## src/rtl/riscv_if_fetch_ctrl.sv

```systemverilog
// Instruction-fetch request sequencer between the IF stage and the instruction BIU.
// Issues one bus fetch per accepted next-PC and tracks up to MAX_OUT outstanding requests
// with a PC tag per request. Responses are buffered while IF stalls, and stale responses
// are killed after a flush. Misaligned next-PCs produce a single exception parcel.
module riscv_if_fetch_ctrl #(
   parameter int unsigned XLEN        = 64,
   parameter int unsigned PARCEL_SIZE = 64,
   parameter int unsigned MAX_OUT     = 2
) (
   input  logic                      clk,
   input  logic                      rstn,
   input  logic [XLEN-1:0]           if_nxt_pc,
   input  logic                      if_stall,
   input  logic                      if_flush,
   output logic                      if_stall_nxt_pc,
   output logic [PARCEL_SIZE-1:0]    if_parcel,
   output logic [XLEN-1:0]           if_parcel_pc,
   output logic [PARCEL_SIZE/16-1:0] if_parcel_valid,
   output logic                      if_parcel_misaligned,
   output logic                      if_parcel_page_fault,
   output logic                      mem_req,
   output logic [XLEN-1:0]           mem_adr,
   input  logic                      mem_ack,
   input  logic                      mem_rvalid,
   input  logic [PARCEL_SIZE-1:0]    mem_rdata,
   input  logic                      mem_err
);

   localparam int unsigned PW = $clog2(MAX_OUT);
   localparam int unsigned CW = $clog2(MAX_OUT + 1);

   typedef enum logic [1:0] {IDLE, RUN, DRAIN, EXC} state_t;

   state_t state, state_nxt;

   logic [CW-1:0]          outstanding, kill, kill_nxt, buf_cnt;
   logic [PW-1:0]          tag_wptr, tag_rptr, buf_wptr, buf_rptr;
   logic [XLEN-1:0]        tag_mem  [MAX_OUT];
   logic [PARCEL_SIZE-1:0] buf_data [MAX_OUT];
   logic [XLEN-1:0]        buf_pc   [MAX_OUT];
   logic                   buf_err  [MAX_OUT];

   logic pc_misaligned, has_room, accepted;
   logic resp_ok, resp_keep, bypass, buf_push, buf_pop, exc_deliver;

   assign pc_misaligned = |if_nxt_pc[1:0];
   assign has_room      = ({1'b0, outstanding} + {1'b0, buf_cnt}) < (CW+1)'(MAX_OUT);
   assign accepted      = mem_req & mem_ack;
   // a response with nothing outstanding is a protocol error and is ignored
   assign resp_ok       = mem_rvalid & (outstanding != '0);
   assign resp_keep     = resp_ok & (kill == '0) & ~if_flush;
   // an empty buffer lets a response go straight to the outputs for 1-cycle latency
   assign bypass        = resp_keep & (buf_cnt == '0) & ~if_stall;
   assign buf_push      = resp_keep & ~bypass;
   assign buf_pop       = (buf_cnt != '0) & ~if_stall & ~if_flush;
   assign exc_deliver   = (state == EXC) & ~if_stall & ~if_flush;

   // state register
   always_ff @(posedge clk or negedge rstn) begin
      if (!rstn) state <= IDLE;
      else       state <= state_nxt;
   end

   // kill count: a flush outside DRAIN kills everything still in flight
   always_comb begin
      kill_nxt = kill;
      if (if_flush && state != DRAIN) kill_nxt = outstanding - CW'(resp_ok);
      else if (resp_ok && kill != '0)  kill_nxt = kill - CW'(1);
   end

   // next-state logic
   always_comb begin
      state_nxt = state;
      case (state)
         IDLE:  state_nxt = RUN;
         RUN: begin
            if (if_flush) begin
               if (outstanding != '0) state_nxt = DRAIN;
            end else if (pc_misaligned && outstanding == '0 && buf_cnt == '0) begin
               state_nxt = EXC;
            end
         end
         DRAIN: if (kill_nxt == '0) state_nxt = RUN;
         EXC:   if (if_flush || !if_stall) state_nxt = RUN;
         default: state_nxt = IDLE;
      endcase
   end

   // bus request outputs
   always_comb begin
      mem_req         = (state == RUN) & ~if_stall & ~if_flush & has_room & ~pc_misaligned;
      mem_adr         = (state == RUN) ? if_nxt_pc : '0;
      if_stall_nxt_pc = ~(mem_req & mem_ack);
   end

   // outstanding/kill counters and FIFO pointers
   always_ff @(posedge clk or negedge rstn) begin
      if (!rstn) begin
         outstanding <= '0;
         kill        <= '0;
         tag_wptr    <= '0;
         tag_rptr    <= '0;
         buf_wptr    <= '0;
         buf_rptr    <= '0;
         buf_cnt     <= '0;
      end else begin
         outstanding <= outstanding + CW'(accepted) - CW'(resp_ok);
         kill        <= kill_nxt;
         if (accepted) tag_wptr <= tag_wptr + PW'(1);
         if (resp_ok)  tag_rptr <= tag_rptr + PW'(1);
         if (if_flush) begin
            buf_wptr <= '0;
            buf_rptr <= '0;
            buf_cnt  <= '0;
         end else begin
            if (buf_push) buf_wptr <= buf_wptr + PW'(1);
            if (buf_pop)  buf_rptr <= buf_rptr + PW'(1);
            buf_cnt <= buf_cnt + CW'(buf_push) - CW'(buf_pop);
         end
      end
   end

   // tag FIFO and response buffer storage
   always_ff @(posedge clk) begin
      if (accepted) tag_mem[tag_wptr] <= if_nxt_pc;
      if (buf_push) begin
         buf_data[buf_wptr] <= mem_rdata;
         buf_pc[buf_wptr]   <= tag_mem[tag_rptr];
         buf_err[buf_wptr]  <= mem_err;
      end
   end

   // parcel outputs: exception parcel, else buffer head, else bypassed response
   always_ff @(posedge clk or negedge rstn) begin
      if (!rstn) begin
         if_parcel            <= '0;
         if_parcel_pc         <= '0;
         if_parcel_valid      <= '0;
         if_parcel_misaligned <= 1'b0;
         if_parcel_page_fault <= 1'b0;
      end else begin
         if_parcel_valid <= '0;
         if (exc_deliver) begin
            if_parcel            <= '0;
            if_parcel_pc         <= if_nxt_pc;
            if_parcel_valid      <= '1;
            if_parcel_misaligned <= 1'b1;
            if_parcel_page_fault <= 1'b0;
         end else if (buf_pop) begin
            if_parcel            <= buf_data[buf_rptr];
            if_parcel_pc         <= buf_pc[buf_rptr];
            if_parcel_valid      <= '1;
            if_parcel_misaligned <= |buf_pc[buf_rptr][1:0];
            if_parcel_page_fault <= buf_err[buf_rptr];
         end else if (bypass) begin
            if_parcel            <= mem_rdata;
            if_parcel_pc         <= tag_mem[tag_rptr];
            if_parcel_valid      <= '1;
            if_parcel_misaligned <= |tag_mem[tag_rptr][1:0];
            if_parcel_page_fault <= mem_err;
         end
      end
   end

   // responses must only arrive for outstanding requests
   assert property (@(posedge clk) disable iff (!rstn) !(mem_rvalid && outstanding == '0));

endmodule

```

## config.mk

```make
export PLATFORM = sky130hd
export DESIGN_NAME = riscv_if_fetch_ctrl
export DESIGN_NICKNAME = d
export VERILOG_FILES = /design/src/rtl/riscv_if_fetch_ctrl.sv
export SDC_FILE = /design/constraint.sdc
export NUM_CORES = 1
export LEC_CHECK = 0
export ABC_AREA = 1
export BUFFER_PORTS_ARGS = -buffer_cell sky130_fd_sc_hd__buf_2
export CAP_MARGIN = 20
export CORE_ASPECT_RATIO = 1.1
export CORE_MARGIN = 10
export CORE_UTILIZATION = 49
export CTS_CLUSTER_SIZE = 10
export DETAILED_ROUTE_END_ITERATION = 8
export GPL_ROUTABILITY_DRIVEN = 0
export PLACE_DENSITY = 0.71
export SLEW_MARGIN = 10
export SYNTH_ARGS = -nofsm -noshare
export SYNTH_HDL_FRONTEND = slang
export SYNTH_SLANG_ARGS = --single-unit
```

## constraint.sdc

```tcl
create_clock -name clk -period 11.2 [get_ports clk]
set_clock_uncertainty 0.1 [all_clocks]
set_input_delay 2.24 -clock clk [delete_from_list [all_inputs] [get_ports clk]]
set_output_delay 2.24 -clock clk [all_outputs]
set_load 0.01 [all_outputs]
```

==> impl_metrics.csv <==
group,metric,value,unit
worst_hold_path,worstHoldStart,"if_parcel_misaligned$_DFFE_PN0P_",
grt,grt_start_max_net_pins,96,
layout,syn2layout_area_growth,17.63,%
sta,rsz0062_at_grt,"no",
detailed_routing,drc_errors,0,
die,die_y,241.6,µm
cts,cts-hold-fix-buffers,0,
synthesis,synth_edf_count,386,
placement,dp_hpwl,33300,µm
cts,root_buffer,"clkbuf_16",
detailed_routing,dr.pass1.iters,7,
placement,dp_slack,5.330,ns
cts,cts_max_level,2,
cts,cts.clk_slew.worst_paths,0.05,ns
power_and_ir_drop,irDropWorstVdd,0.1401,mV
critical_path,worstReg2RegEnd,"buf_pc[1][12]$_DFFE_PP_",
job,cap_violations,0,
worst_hold_path,min_path_cells,2,
critical_path,cp_num_buf_inv,4,
critical_path,crit_fanout,7,
detailed_routing,drt-vias-per-instance,5.397,
detailed_routing,postRouteAntennaNets,0,
worst_hold_path,min_path_type,"flop to flop",
cts,cts-buffers-inserted,59,
detailed_routing,via_count,15550,
grt,grt_first_pass_wirelength,87780,µm
synthesis,syn_avg_cell_area,11.19,µm²
critical_path,cp_top_family,"simple AND/OR/NAND/NOR gates",
synthesis,synth_nets,2096,
detailed_routing,routed_wl,56440,µm
synthesis,syn-instance-count,1955,
critical_path,cp-startpoint,"if_flush",
critical_path,cp-end-kind,"output pin",
cts,cts_buffer_depth,3,
power_and_ir_drop,leakagePower,10.57,nW
layout,final_nets,2390,
critical_path,path_class,"input pin to output pin",
synthesis,async_flop_share,27.03,%
cts,clk_latency,0.62,ns
worst_hold_path,min_to,"if_parcel_misaligned$_DFFE_PN0P_",
die,num_io_pins,335,
cts,cts_tree,"built",
placement,port-buffer-count,334,
sta,setup_violations,0,
die,design.core.area,44290,µm²
sta,worst_pin_slew,1.063,ns
sta,period_share,51.10,%
synthesis,synth.distinct_cells,34,
sta,fin_tns_setup,0,ns
critical_path,cp_slowest_cell,"nand2_1",
sta,fmax,174.7,MHz
cts,cts_setup_buffers,0,
critical_path,start_kind,"input pin",
critical_path,reg2reg_depth,8,
layout,drive_above_1_share,22.53,%
sta,drv_slew,0,
outcome,status,"completed",
die,initial_core_util,49.37,%
synthesis,ys_seq_area_share,69.37,%
power_and_ir_drop,power_density,234.7,nW/µm²
critical_path,path_cells,"buf_2 > inv_2 > nand2_2 > inv_1 > nand2_1 > nor3_1 > nand2_1 > buf_2",
die,row_count,81,
critical_path,worstPathRequired,8.86,ns
critical_path,reg2reg_from,"outstanding[1]$_DFF_PN0_",
critical_path,reg2reg_slack,7.22,ns
critical_path,cp.depth,8,
synthesis,syn_area,21870,µm²
cts,cts_resized,0,
sta,relSlewSlack,29.11,%
grt,antenna_found_initial,4,
critical_path,critPathMaxStageDelay,0.25,ns
detailed_routing,post_drt_wl_per_cell,19.59,µm
critical_path,critPathArrivalTime,3.38,ns
die,die_w,221.4,µm
die,fp.dieArea,53490,µm²
sta,hold_viol_final,0,
sta,fin_crit,5.724,ns
layout,mostFrequentLayoutCells,"edfxtp_1, buf_2, nor2_1",
cts,cts_sinks,529,
grt,grt_pass1_vias,15730,
grt,grt_use_total,20.34,%
synthesis,ys_ff_latch,529,
synthesis,ys_warn_count,0,
synthesis,synth_flop_cell,"edfxtp_1",
detailed_routing,drtIter0Drc,1194,
grt,grt-ovfl-total,0,
sta,layout_setup_ws,5.476,ns
layout,layout_commonest_cell,"edfxtp_1",
[how the worst max path moves through the flow]
stage	to	slack (ns)
6_report	if_stall_nxt_pc	5.48
5_1_grt	if_stall_nxt_pc	5.35
4_1_cts	if_stall_nxt_pc	5.47
3_5_place_dp	buf_pc[1][27]$_DFFE_PP_	5.33
3_3_place_gp	if_parcel_pc[17]$_DFFE_PN0P_	5.38
2_1_floorplan	buf_data[0][0]$_DFFE_PP_	2.32
[final cells by class]
class,count,area (µm²)
multi-input cells,1110,5474
clock buffers,106,1653
repair buffers,354,1848
fillers,3606,18570
flip-flops and latches,529,15170
diodes,1,2.502
inverters,195,734.5
well taps,581,726.9
clock inverters,5,108.9
[synth_stat cells, types with 30 or more instances]
master	count	share of area (%)
o22ai_2	40	2.3
nor2_1	323	5.5
nand2_1	280	4.8
inv_1	191	3.3
nand3_1	88	2.0
a31oi_1	59	1.7
dfrtp_1	143	16
o21ai_0	201	4.6
or2_2	42	1.2
buf_2	30	0.69
edfxtp_1	386	53
clkbuf_1	75	1.3
[worst register-to-register path, stage by stage, from the launching register on]
cell,delay [ns]
dfrtp_1,0.47
nor2_1,0.14
nor2_4,0.15
nand2_2,0.09
nor2_1,0.09
o21ai_0,0.32
nor2_4,0.63
buf_4,0.85
buf_4,0.75
[kinds of logic (layout without fill, tap and decap cells)]
logic type                 Yosys count  in the layout  share of synthesized area, %
adders and majority gates            6              6                        0.3776
buffers and inverters              316            660                         5.836
and+or+nand+nor                    743            743                         13.87
DFF                                529            529                         69.37
AOI/OAI and AO/OA                  354            354                         10.26
xor gates and xnor gates             7              7                        0.2804
other                                0              1                             0
[stage by stage]
stage	area, µm²	instances	hold slack, ns	total power [W]	utilization, %
4_1_cts	25720	2880	0.4163	0.006093	58.07
6_report	25720	2881	0.4074	0.006037	58.08
3_3_place_gp	23930	2768	0.3979	0.004229	54.03
3_5_place_dp	23960	2769	0.4042	0.004293	54.10
2_1_floorplan	21870	1955	0.3843	0.003606	-
5_1_grt	25720	2881	0.4361	0.006364	58.08
[sequential cells by signal, indices dropped and copies added (netlist names)]
name and flops:
if_parcel_pc 64, if_parcel 64, if_parcel_misaligned 1, buf_cnt 2, buf_rptr 1, tag_wptr 1
buf_data 128, buf_wptr 1, buf_err 2, tag_mem 128, buf_pc 128, outstanding 2
if_parcel_valid 1, state 2, tag_rptr 1, kill 2, if_parcel_page_fault 1
[routing by layer]
metal | wire, µm | global-route usage, % | vias up
met5 | 22 | 0 | -
met4 | 1507 | 6.547 | 4
met3 | 4118 | 5.200 | 103
met2 | 27480 | 34.37 | 567
met1 | 23310 | 25.08 | 7646
li1 | - | - | 7230
[report_power, final]
group	internal (W)	switching, W
combinational	0.000609	0.00102
clock	0.00104	0.000756
sequential	0.00244	0.000179
Power figures use the tool's default switching activity.
